File: config.mk
export PLATFORM = sky130hd
export DESIGN_NAME = instruction_fetch
export DESIGN_NICKNAME = d
export VERILOG_FILES = /design/src/rtl/instruction_fetch.sv
export SDC_FILE = /design/constraint.sdc
export NUM_CORES = 1
export LEC_CHECK = 0
export CORE_MARGIN = 8
export CORE_UTILIZATION = 33
export CTS_CLUSTER_DIAMETER = 30
export DETAILED_ROUTE_END_ITERATION = 6
export GPL_TIMING_DRIVEN = 0
export PLACE_DENSITY = 0.67
export SLEW_MARGIN = 0
export SYNTH_ARGS = -nofsm -noshare
export SYNTH_HDL_FRONTEND = slang
export SYNTH_SLANG_ARGS = --single-unit
File: constraint.sdc
create_clock -name clk -period 5.15 [get_ports clk]
set_clock_uncertainty 0.2 [all_clocks]
set_input_delay 1.03 -clock clk [delete_from_list [all_inputs] [get_ports clk]]
set_output_delay 1.03 -clock clk [all_outputs]
set_load 0.005 [all_outputs]
File: src/rtl/instruction_fetch.sv
// ---------------------------------------------------------------------------
// instruction_fetch
//
// Reads the program ROM for the Karpentium core. This block holds the program
// counter, drives the ROM address and read enable, captures the ROM's
// registered output word, and hands that word to the decoder through a
// valid/ready handshake. It also handles jumps, halt and PC wrap-around.
//
// Ports
//   clk          system clock; all state updates on posedge
//   reset        asynchronous, active-high; clears all state immediately
//   mem_address  ROM address, always equal to pc
//   mem_enable   ROM read enable, high only in ISSUE
//   mem_data     registered ROM output, valid during CAPTURE
//   instr        last captured instruction word
//   instr_valid  instr holds an instruction the decoder has not consumed
//   instr_ready  decoder accepts instr when instr_valid && instr_ready
//   pc           address of the instruction in instr, or of the pending fetch
//   jump         single-cycle request to redirect fetch to jump_target
//   jump_target  new PC, sampled while jump=1
//   halt         level; stops new fetches at the next HOLD exit
//
// State table
//   state   | meaning
//   ISSUE   | ROM enable high; the ROM samples pc at the closing edge
//   CAPTURE | ROM word on mem_data; it is latched into instr at the closing edge
//   HOLD    | instr_valid high; waiting for the decoder to take the word
//   HALT    | halted; nothing is fetched until halt drops
// ---------------------------------------------------------------------------
module instruction_fetch #(
    parameter int                s_addr       = 6,
    parameter int                s_word       = 16,
    parameter logic [s_addr-1:0] reset_vector = '0
) (
    input  logic              clk,
    input  logic              reset,
    output logic [s_addr-1:0] mem_address,
    output logic              mem_enable,
    input  logic [s_word-1:0] mem_data,
    output logic [s_word-1:0] instr,
    output logic              instr_valid,
    input  logic              instr_ready,
    output logic [s_addr-1:0] pc,
    input  logic              jump,
    input  logic [s_addr-1:0] jump_target,
    input  logic              halt
);

    typedef enum logic [1:0] {
        ISSUE   = 2'd0,
        CAPTURE = 2'd1,
        HOLD    = 2'd2,
        HALT    = 2'd3
    } state_t;

    state_t            state, state_next;
    logic [s_addr-1:0] pc_next;
    logic [s_word-1:0] instr_next;
    logic              valid_next;

    always_ff @(posedge clk or posedge reset) begin
        if (reset) begin
            state       <= ISSUE;
            pc          <= reset_vector;
            instr       <= '0;
            instr_valid <= 1'b0;
        end else begin
            state       <= state_next;
            pc          <= pc_next;
            instr       <= instr_next;
            instr_valid <= valid_next;
        end
    end

    always_comb begin
        state_next = state;
        pc_next    = pc;
        instr_next = instr;
        valid_next = instr_valid;

        if (jump) begin
            // A fetch in flight is dropped: leaving CAPTURE without latching
            // mem_data means that word never reaches the decoder. A handshake
            // on this same edge still counts as consumed, so valid is cleared.
            pc_next    = jump_target;
            valid_next = 1'b0;
            state_next = (state == HALT) ? HALT : ISSUE;
        end else begin
            unique case (state)
                ISSUE: begin
                    state_next = CAPTURE;
                end
                CAPTURE: begin
                    instr_next = mem_data;
                    valid_next = 1'b1;
                    state_next = HOLD;
                end
                HOLD: begin
                    if (instr_ready) begin
                        // Wraps modulo 2**s_addr with no flag.
                        pc_next    = pc + s_addr'(1);
                        valid_next = 1'b0;
                        state_next = halt ? HALT : ISSUE;
                    end
                end
                HALT: begin
                    valid_next = 1'b0;
                    if (!halt) state_next = ISSUE;
                end
                default: state_next = ISSUE;
            endcase
        end
    end

    assign mem_address = pc;
    assign mem_enable  = (state == ISSUE);

endmodule

=== After elaboration in Yosys (flattened, before gate mapping) ===
Cells that the tools add are included.

* Flip-flop bits (word level): 25
* Latch bits: 0
* Bits in writable memories: 0
* Bits in read-only memories: 0
* Bits of input ports: 27
* Output and inout bits: 30
* Word-level logic and storage cells: 31
* Memories: 0

* $add $sub $neg: 1
* $mul: 0
* Divide/modulo/power cells: 0
* $lt $le $gt $ge: 0
* Equality and inequality tests: 5
* Shift operators: 0
* Muxes and demuxes: 12
* Bitwise logic cells: 1
* Reductions and logical operators: 8

{| class="wikitable"
|+ Operators by type and width
! operator !! number
|-
| $mux 6 || 3
|-
| $mux 2 || 5
|-
| $pmux 2 s4 || 1
|-
| $reduce_and 2->1 || 4
|-
| $add 6x1->6 const B || 1
|-
| $ne 3x3->1 const B || 2
|-
| $eq 2x2->1 const B || 2
|-
| $reduce_bool 2->1 || 2
|-
| $reduce_bool 4->1 || 1
|-
| $pmux 1 s3 || 1
|-
| $eq 2x1->1 const B || 1
|-
| $logic_not 2->1 || 1
|-
| $mux 1 || 2
|-
| $not 1->1 || 1
|}

=== Depth between registers and ports, before layout ===
Gate-level depths: netlist (run 1).

* Word-level depth: 4
* Gate-level depth with buffers: 6
* Mapped depth without buffers: 5

=== Least setup slack after synthesis (run 1) ===
OpenSTA, ideal clock, no wires.

* Path kind: in2reg
* Start: in jump
* End: reg instr[0]
* Library setup time: 0.128 ns
* Arrival: 1.830 ns
* Required time: 4.822 ns
* Path slack: 2.992 ns
* Stages: 4
* Buffers on the path: 2
* Cell sequence: nor2b_1 > buf_2 > buf_2 > mux2_1

* Word-level cells in the longest chain between the ends: 2

{| class="wikitable"
|+ Ends and longest elaborated chain
! item !! RTL line !! RTL
|-
| start: declaration || 44 || <nowiki>input logic jump,</nowiki>
|-
| $not 1->1 (no line) || n/a ||
|-
| $reduce_and 2->1 (no line) || n/a ||
|-
| end signal: assignment || 70 || <nowiki>instr <= instr_next;</nowiki>
|-
| end: declaration || 40 || <nowiki>output logic [s_word-1:0] instr,</nowiki>
|}

No other way between the ends.
A chain may end at the register's enable or synchronous reset.

=== Worst setup path after layout (run 1) ===
* Start: reg state[0]
* End: out mem_enable

* Word-level cells in the longest chain between the ends: 1

{| class="wikitable"
|+ Ends and longest elaborated chain
! item !! RTL line !! RTL
|-
| start: declaration || 56 || <nowiki>state_t state, state_next;</nowiki>
|-
| start signal: assignment || 68 || <nowiki>state <= state_next;</nowiki>
|-
| $logic_not 2->1 || 116 || <nowiki>assign mem_enable = (state == ISSUE);</nowiki>
|-
| end: declaration || 38 || <nowiki>output logic mem_enable,</nowiki>
|}

No other way between the ends.

==> results.md, run 1 <==
Setup path:
- The arrival time of data at the critical path endpoint is 1.48 ns.
- The critical path launch point type is a register.
- The endpoint identified for the worst register-to-register timing path is instr[9].
- The beginning of the worst register-to-register path is state[1].
- STA classifies the critical path endpoint as an output pin.
- Of all nets on the critical path, the largest fanout is 5.
- The required time of the critical path is 3.92 ns.
- The classification of the worst setup path is reg -> out.
- The internal reg-to-reg setup slack is 3.25 ns.
- Counting cells, the worst reg-to-reg path comes to 6.

Logic synthesis:
- Of all flip-flops after synthesis, the portion carrying an async set or reset was 100.0%.
- The mean instance size in the synthesized netlist is 11.43 sq um.
- After synthesis, the cell types taking the most area are sky130_fd_sc_hd__dfrtp_1 (52%), sky130_fd_sc_hd__mux2_1 (15%), sky130_fd_sc_hd__ha_1 (5.2%).
- After synthesis, the largest area contributor takes up 51.65% of total cell area.
- The number of nets in the synthesized netlist is 138.
- For this run, the leading register cell type out of synthesis is sky130_fd_sc_hd__dfrtp_1.
- The count of synthesis-stage warnings from yosys is 0.
- The synthesized design spends more area on one cell type than any other, namely sky130_fd_sc_hd__dfrtp_1.
- The area of the mapped netlist is 1211 sq um.
- Sequential cells were found to cover 51.65% of the synthesized design area.
- The synthesis-stage register bit count is 25.
- The gate count of the mapped netlist is 106.
- Counting flops with a built-in enable in the synthesized netlist gives 0.
- After synthesis, the netlist uses 26 different library cells.

Power:
- The share of total power dissipated in sequential elements is 39.9%.
- The power density over the cells is 436.0 nW/um^2.
- The share of total power dissipated in combinational logic is 46.3%.
- The leakage power is 0.8032 nW.
- In this run switching power makes up 29.04% of total power.
- Of the total power, the clock network draws 13.8%.
- The switching power is 0.2376 mW.
- The peak ir drop on the vdd network is 0.1304 mV.
- The internal portion of the total power is 0.5806 mW.

Routing:
- The mean number of vias per cell is 4.607.
- After detailed routing, the average wire length per cell comes to 13.95 um.
- Detailed routing inserted a total of 986 vias.
- Wires add up to 2985 um.
- The first detailed-routing pass took 4 iterations.
- In the routed design, unresolved DRC markers number 0.
- The count of routing violations after the opening detailed-route iteration is 34.
- The detail route stage leaves a number of antenna-violating nets equal to 0.

Hold path:
- The startpoint of the tightest hold check path is instr[6].
- The cell depth of the worst min-delay path is 1.
- The end point of the most critical hold path is instr[6].
- In this run the worst hold path is classified as reg -> reg.

Floorplanning:
- The chip height is 76.58 um.
- The top-level port count is 57.
- The effective utilization at floorplan is 33.59%.
- The width of the chip is 76.58 um.
- The core area is 3606 sq um.
- The area of the die is 5865 sq um.
- After floorplanning, the core was divided into 22 placement rows.

Clock network:
- In this run, CTS created clock tree buffers numbering 3.
- CTS built an H-tree with a depth of 1.
- Clock tree synthesis found a total of 25 sinks.
- The count of hold buffers inserted by post-cts repair is 0.
- TritonCTS built the clock tree.
- The maximum clock insertion buffer count is 2.
- In this run the clock root is driven by a sky130_fd_sc_hd__clkbuf_8.
- The clock slew seen by the registers of the worst setup and hold paths is 0.08 ns.
- Clock latency on the worst-skew pair, taken at its later pin, is 0.26 ns.
- Post-CTS repair changed the size of 0 cells.
- The buffer count from post-CTS setup fixing is 0.

Timing:
- The transition time of the tightest slew-check pin is 0.9228 ns.
- The final critical-path required period is 2.706 ns.
- The fmax is 0.3696 GHz.
- The number of pins with negative max-slew slack in the final report is 0.
- Setup violations remaining at the end of the flow were counted as 0.
- Setup repair after global routing left no endpoint under its margin.
- The post-route clock period utilization is 52.54%.
- The worst max-slew margin expressed relative to the limit is 38.41%.
- The final hold violation count is 0.
- After routing, the total negative slack on setup checks comes to 0 ns.

Place:
- Routability-driven placement finished with a final weighted congestion of 0.7048.
- The placement-stage cell area is 1832 sq um.
- In this run the tool buffered the top-level ports with 56 buffer cells.
- After detailed placement, the design holds a cell count of 210.
- Once detailed placement completed, the half-perimeter wirelength came to 2484 um.

Layout:
- The finished cells cover 1877 sq um.
- Counting the fill cells in the layout gives 322.
- The repair_antennas step left the layout with diodes totalling 0.
- The top cell types in the final layout, fill and taps aside, are sky130_fd_sc_hd__clkdlybuf4s50_1 (56), sky130_fd_sc_hd__dfrtp_1 (25), sky130_fd_sc_hd__mux2_1 (16).
- After the flow finishes, the layout carries non-filler instances totaling 214.
- In the final design database the tool counted 199 nets.
- The area of all sequential standard cells is 625.6 sq um.
- Cells with a size suffix above 1 make up 7.831% of the layout.
- Compared with the post-synthesis result, the final layout area differs by 54.96%.
- The area used by multi-input combinational logic is 506.7 sq um.
- The library cell used most frequently in the layout, excluding fill and tap cells, is sky130_fd_sc_hd__clkdlybuf4s50_1.

Global routing:
- The first global-routing pass estimated 5202 um of wire.
- The largest net degree at the start of global routing is 26.
- Global routing finished with a remaining overflow of 0.
- The via count of the first global-routing pass is 1090.
- The initial antenna violation count is 0.
- The overall track demand over capacity in global routing is 10.49%.

Flow run:
- Max-cap violations in this run came to 0.

Status:
- The run finished with clean final reports.
sequential cells by signal, indices dropped and copies added, names as in the netlist:
| signal | cells |
|---|---|
| instr | 16 |
| mem_address | 6 |
| state | 2 |
| instr_valid | 1 |
worst max-delay path by stage:
stage,startpoint,end,slack [ns]
global placement,jump,instr[14],2.46
detailed placement,jump,instr[9],2.42
finish,state[0],mem_enable,2.44
global route,state[0],mem_enable,2.37
CTS,state[0],mem_enable,2.43
floorplan,jump,instr[0],2.99
kinds of logic (layout without fill, tap and decap cells):
kind of cell,after synthesis,after routing,synth area share (%)
adder cells (fa/ha/maj),5,5,5.165
flip-flops,25,25,51.65
AND/OR/NAND/NOR,29,29,12.71
XOR/XNOR,2,2,1.447
multiplexers,17,17,15.70
AO/OA/AOI/OAI,14,14,6.818
buffers and inverters,14,74,6.507
worst max-delay path, cell delays in order (launching register included):
cell                              delay (ns)
sky130_fd_sc_hd__dfrtp_1                0.43
sky130_fd_sc_hd__inv_1                  0.10
sky130_fd_sc_hd__ha_1                   0.17
sky130_fd_sc_hd__clkdlybuf4s50_1        0.51
area by class of cell:
class | instances | area share (%)
Inverter | 4 | 0.8000
Clock buffer | 4 | 2.400
Multi-Input combinational cell | 67 | 27.00
Sequential cell | 25 | 33.33
Timing Repair Buffer | 56 | 29.87
Buffer | 10 | 3.400
Tap cell | 48 | 3.200
power groups by stage:
stage | clock, mW | sequential [mW] | combinational [mW]
after detailed placement | 0 | 0.332 | 0.389
after global placement | 0 | 0.325 | 0.377
after global routing | 0.125 | 0.338 | 0.421
after floorplan | 0 | 0.332 | 0.152
after CTS | 0.114 | 0.328 | 0.390
final | 0.113 | 0.327 | 0.379
Yosys cell counts, types with 2 or more instances:
library cell              number
sky130_fd_sc_hd__inv_1         4
sky130_fd_sc_hd__or4_1         2
sky130_fd_sc_hd__a21oi_1       2
sky130_fd_sc_hd__buf_2         3
sky130_fd_sc_hd__ha_1          5
sky130_fd_sc_hd__dfrtp_1      25
sky130_fd_sc_hd__nand2_1      12
sky130_fd_sc_hd__nand3_1       4
sky130_fd_sc_hd__mux2_1       16
sky130_fd_sc_hd__nor2b_1       5
sky130_fd_sc_hd__buf_4         6
sky130_fd_sc_hd__o21ai_1       7
sky130_fd_sc_hd__nor2_1        2
metal layers:
metal  routed length (um)  track usage, %  vias up
li1                     -               -      481
met1                 1349           12.40      463
met2                 1388           16.97       38
met3                  205           3.538        4
met4                   42           4.231        0
met5                    0               0        -
stage by stage:
step	hold WS [ns]	setup WS [ns]	utilization [%]	power [mW]
finish	0.2893	2.444	52.05	0.8182
global route	0.3115	2.367	52.05	0.8843
CTS	0.2941	2.425	52.05	0.8326
detailed placement	0.2754	2.424	50.80	0.7211
global placement	0.2676	2.455	50.80	0.7026
floorplan	0.2828	2.992	-	0.4841
Note: power is estimated with default switching activity, not from simulation.
==> inputs of run 2 (changes only) <==
==> constraint.sdc (replaced) <==
create_clock -name clk -period 2.5 [get_ports clk]
set_clock_uncertainty 0.2 [all_clocks]
set_input_delay 0.5 -clock clk [delete_from_list [all_inputs] [get_ports clk]]
set_output_delay 0.5 -clock clk [all_outputs]
set_load 0.005 [all_outputs]
==> results of run 2 <==
The final DEF is identical to that of run 1. Status: complete, no violations.
Among the figures that moved: setup slack after placement 2.424 ns -> 0.3038 ns; setup slack after layout 2.444 ns -> 0.3241 ns; register-to-register setup slack 3.25 ns -> 0.60 ns; total power 0.8182 mW -> 1.686 mW; worst IR drop on VDD 0.1304 mV -> 0.2686 mV
==> inputs of run 3 (changes only) <==
--- a/config.mk
+++ b/config.mk
@@ -6,11 +6,11 @@
 export NUM_CORES = 1
 export LEC_CHECK = 0
 export CORE_MARGIN = 8
-export CORE_UTILIZATION = 33
+export CORE_UTILIZATION = 40
 export CTS_CLUSTER_DIAMETER = 30
 export DETAILED_ROUTE_END_ITERATION = 6
 export GPL_TIMING_DRIVEN = 0
-export PLACE_DENSITY = 0.67
+export PLACE_DENSITY = 0.78
 export SLEW_MARGIN = 0
 export SYNTH_ARGS = -nofsm -noshare
 export SYNTH_HDL_FRONTEND = slang
==> run 3 against run 2 <==
  * Worst setup slack worse by 0.10 ns
  * Maximum frequency down 4.5%
  * Largest power group unchanged
  * Highest routed layer is now met3
  * Sequential share of layout area increased by 0.66 points
  * Critical endpoint unchanged
==> results.md, run 3 (same netlist as run 1, synthesis figures left out) <==
Routing:
- After the first detailed-routing iteration, the DRC count stood at 18.
- The routed wirelength normalized by instance count is 14.89 um.
- Using the TritonRoute via totals, the vias-per-cell ratio works out to 5.040.
- The total number of vias is 1003.
- In the routed design, unresolved DRC markers number 0.
- The detailed-routing iteration count for the pre-antenna-repair pass is 4.
- The remaining antenna violation count is 0.
- The final layout contains routed wiring with a total length of 2964 um.

Layout:
- Relative to the synthesized area, the layout overhead comes to 51.96%.
- The register with the most flip-flops is instr.
- The multi-input combinational cells in the finished layout cover a total of 506.7 sq um.
- The end-of-flow core utilization is 61.81%.
- The register with the most flip-flops in the layout has 16 of them.
- Leaving out fill and tap cells, the most frequent cell in the layout is sky130_fd_sc_hd__clkdlybuf4s50_1.
- The final net count is 199.
- The area of all sequential standard cells is 625.6 sq um.
- In the layout the commonest cells are sky130_fd_sc_hd__clkdlybuf4s50_1 (56), sky130_fd_sc_hd__dfrtp_1 (25), sky130_fd_sc_hd__mux2_1 (16).
- The antenna diode count is 0.
- The number of fill cells in the layout is 273.
- In the final layout, the share of cells above drive strength 1 is 8.434%.

Setup path:
- Of all nets on the critical path, the largest fanout is 5.
- The length in cells of the worst reg-to-reg path is 6.
- The number of buffers and inverters on the critical path is 2.
- The master of the slowest instance on the critical path is sky130_fd_sc_hd__clkdlybuf4s50_1.
- The critical path runs through a total of 3 cells.
- The critical path endpoint category is an output pin.
- The critical path is of the reg -> out type.
- The worst register-to-register path ends at instr[1].
- The critical path's largest stage delay is 0.51 ns.
- The arrival time of data at the critical path endpoint is 1.58 ns.
- Broken down by cell family, the worst path's largest delay share belongs to buffers and inverters.
- In this run the critical register-to-register path is launched from state[1].
- The signal on the critical path passes through inv_1 -> ha_1 -> clkdlybuf4s50_1.
- The required time of the critical path is 1.80 ns.
- The critical path launch point type is a register.
- For flop-to-flop paths, the worst setup slack is 0.55 ns.

Power:
- The internal portion of the total power is 1.140 mW.
- The leakage power is 0.7981 nW.
- The relative contribution of the clock network to total power is 10.9%.
- The switching power is 0.4848 mW.
- The power share of the sequential group is 41.2%.
- The power density over the cells is 882.5 nW/um^2.
- The combinational cell fraction of total power is 47.9%.
- The peak ir drop on the vdd network is 0.3838 mV.
- Net switching is 29.84% of the power.

Floorplanning:
- During I/O placement, the number of pins put on the boundary was 57.
- The floorplan row count is 20.
- The area of the die is 5045 sq um.
- The width of the chip is 71.03 um.
- In this run the standard cell core region covers 2978 sq um.
- The effective utilization at floorplan is 40.67%.
- The chip height is 71.03 um.

Global routing:
- Entering global routing, the biggest net connects 26 pins.
- The via count of the first global-routing pass is 1020.
- For this run, the total global-route usage over all layers was measured as 11.90%.
- The initial antenna violation count came to 0.
- Global routing finished with a remaining overflow of 0.
- The first global-routing pass estimated 4919 um of wire.

Timing:
- The number of pins with negative max-slew slack in the final report is 0.
- After layout, the worst setup slack is 0.2224 ns.
- Setup repair after global routing left no endpoint under its margin.
- The worst path in the final design needs a cycle of 2.278 ns, including I/O delays and setup.
- Derived from the worst setup path, the maximum achievable clock frequency is 0.4391 GHz.
- The worst pin sits at a relative slew slack of 36.49%.
- The final hold violation count is 0.
- Setup violations remaining at the end of the flow were counted as 0.
- For the pin with the worst max-slew slack, the measured transition is 0.9516 ns.
- In the final timing run, aggregate negative setup slack is 0 ns.
- The post-route clock period utilization is 91.10%.
- Hold timing on the final database bottoms out at a slack of 0.2992 ns.

Flow run:
- The total of max-cap violations is 0.

Place:
- The wire-length estimate of the detail-placed layout is 2422 um.
- Prior to clock tree synthesis, the placed netlist has a worst setup slack of 0.3176 ns.
- The routability congestion estimate from global placement is 0.7139.
- The count of input and output buffers is 56.

Hold path:
- The type of the most critical hold path is reg -> reg.
- The startpoint of the tightest hold check path is instr[11].
- The path with the worst hold slack has its endpoint at instr[11].
- Along the worst hold path, the cell count comes to 1.

Clock network:
- The clock tree from TritonCTS is done.
- Counting along the longest clock path gives a buffer depth of 2.
- The post-cts resize count is 0.
- The total clock sinks is 25.
- The clock insertion delay at the later pin of the skew report is 0.31 ns.
- The root buffer cell is sky130_fd_sc_hd__clkbuf_4.
- Clock tree synthesis inserted a total of 3 buffers.
- The buffer count from post-CTS setup fixing is 0.
- After clock tree synthesis, the clock-pin slew on the worst setup and hold paths is 0.14 ns.
- In this run, post-CTS hold repair placed 0 buffers.
- CTS built an H-tree with a depth of 1.

Status:
- The flow ran to the end, and the final reports show no timing, DRC or antenna violations.
==> run 3: changes by cell type in the layout (fill, tap and decap cells not counted) <==
cell	previous run	this run
sky130_fd_sc_hd__clkinv_2	0	1
sky130_fd_sc_hd__clkbuf_1	2	1
sky130_fd_sc_hd__clkbuf_8	3	0
sky130_fd_sc_hd__clkbuf_4	0	3
==> run 3: worst max path at each step <==
stage	slack [ns]	start	end
after floorplan	0.75	state[1]	instr[0]
after global placement	0.34	jump	instr[1]
after detailed placement	0.32	jump	instr[1]
after CTS	0.22	state[1]	mem_enable
after global routing	0.11	state[1]	mem_enable
final	0.22	state[1]	mem_enable
==> run 3: routing by layer <==
layer	wire length, um	GRT usage, %
met2	1352	19.05
met5	0	0
met4	0	1.386
met3	256	4.520
met1	1355	15.20
==> run 3: power by group through the flow <==
stage	Sequential, mW	Combinational, mW	Clock, mW
finish	0.669	0.778	0.177
global route	0.693	0.852	0.209
CTS	0.670	0.795	0.190
detailed placement	0.680	0.793	0
global placement	0.667	0.772	0
floorplan	0.684	0.313	0
==> run 3: area by class of cell <==
cell class | count | share of cell area (%)
multi-input cells | 67 | 27.53
clock inverters | 1 | 0.2719
flip-flops and latches | 25 | 33.99
repair buffers | 56 | 30.46
plain buffers | 10 | 3.467
inverters | 4 | 0.8158
well taps | 33 | 2.243
clock buffers | 3 | 1.224
==> run 3: through the flow <==
stage / std cells / total power [mW] / cell area (sq um)
after floorplan: 106 / 0.9973 / 1211
after global placement: 195 / 1.439 / 1813
after detailed placement: 195 / 1.473 / 1813
after CTS: 199 / 1.656 / 1841
after global routing: 199 / 1.755 / 1841
final: 199 / 1.624 / 1841
==> run 3: worst register-to-register path: stages, from the launching register on <==
cell                      delay, ns
sky130_fd_sc_hd__dfrtp_1       0.47
sky130_fd_sc_hd__inv_1         0.11
sky130_fd_sc_hd__ha_1          0.13
sky130_fd_sc_hd__nor2b_1       0.10
sky130_fd_sc_hd__buf_2         0.19
sky130_fd_sc_hd__buf_2         0.27
sky130_fd_sc_hd__mux2_1        0.35
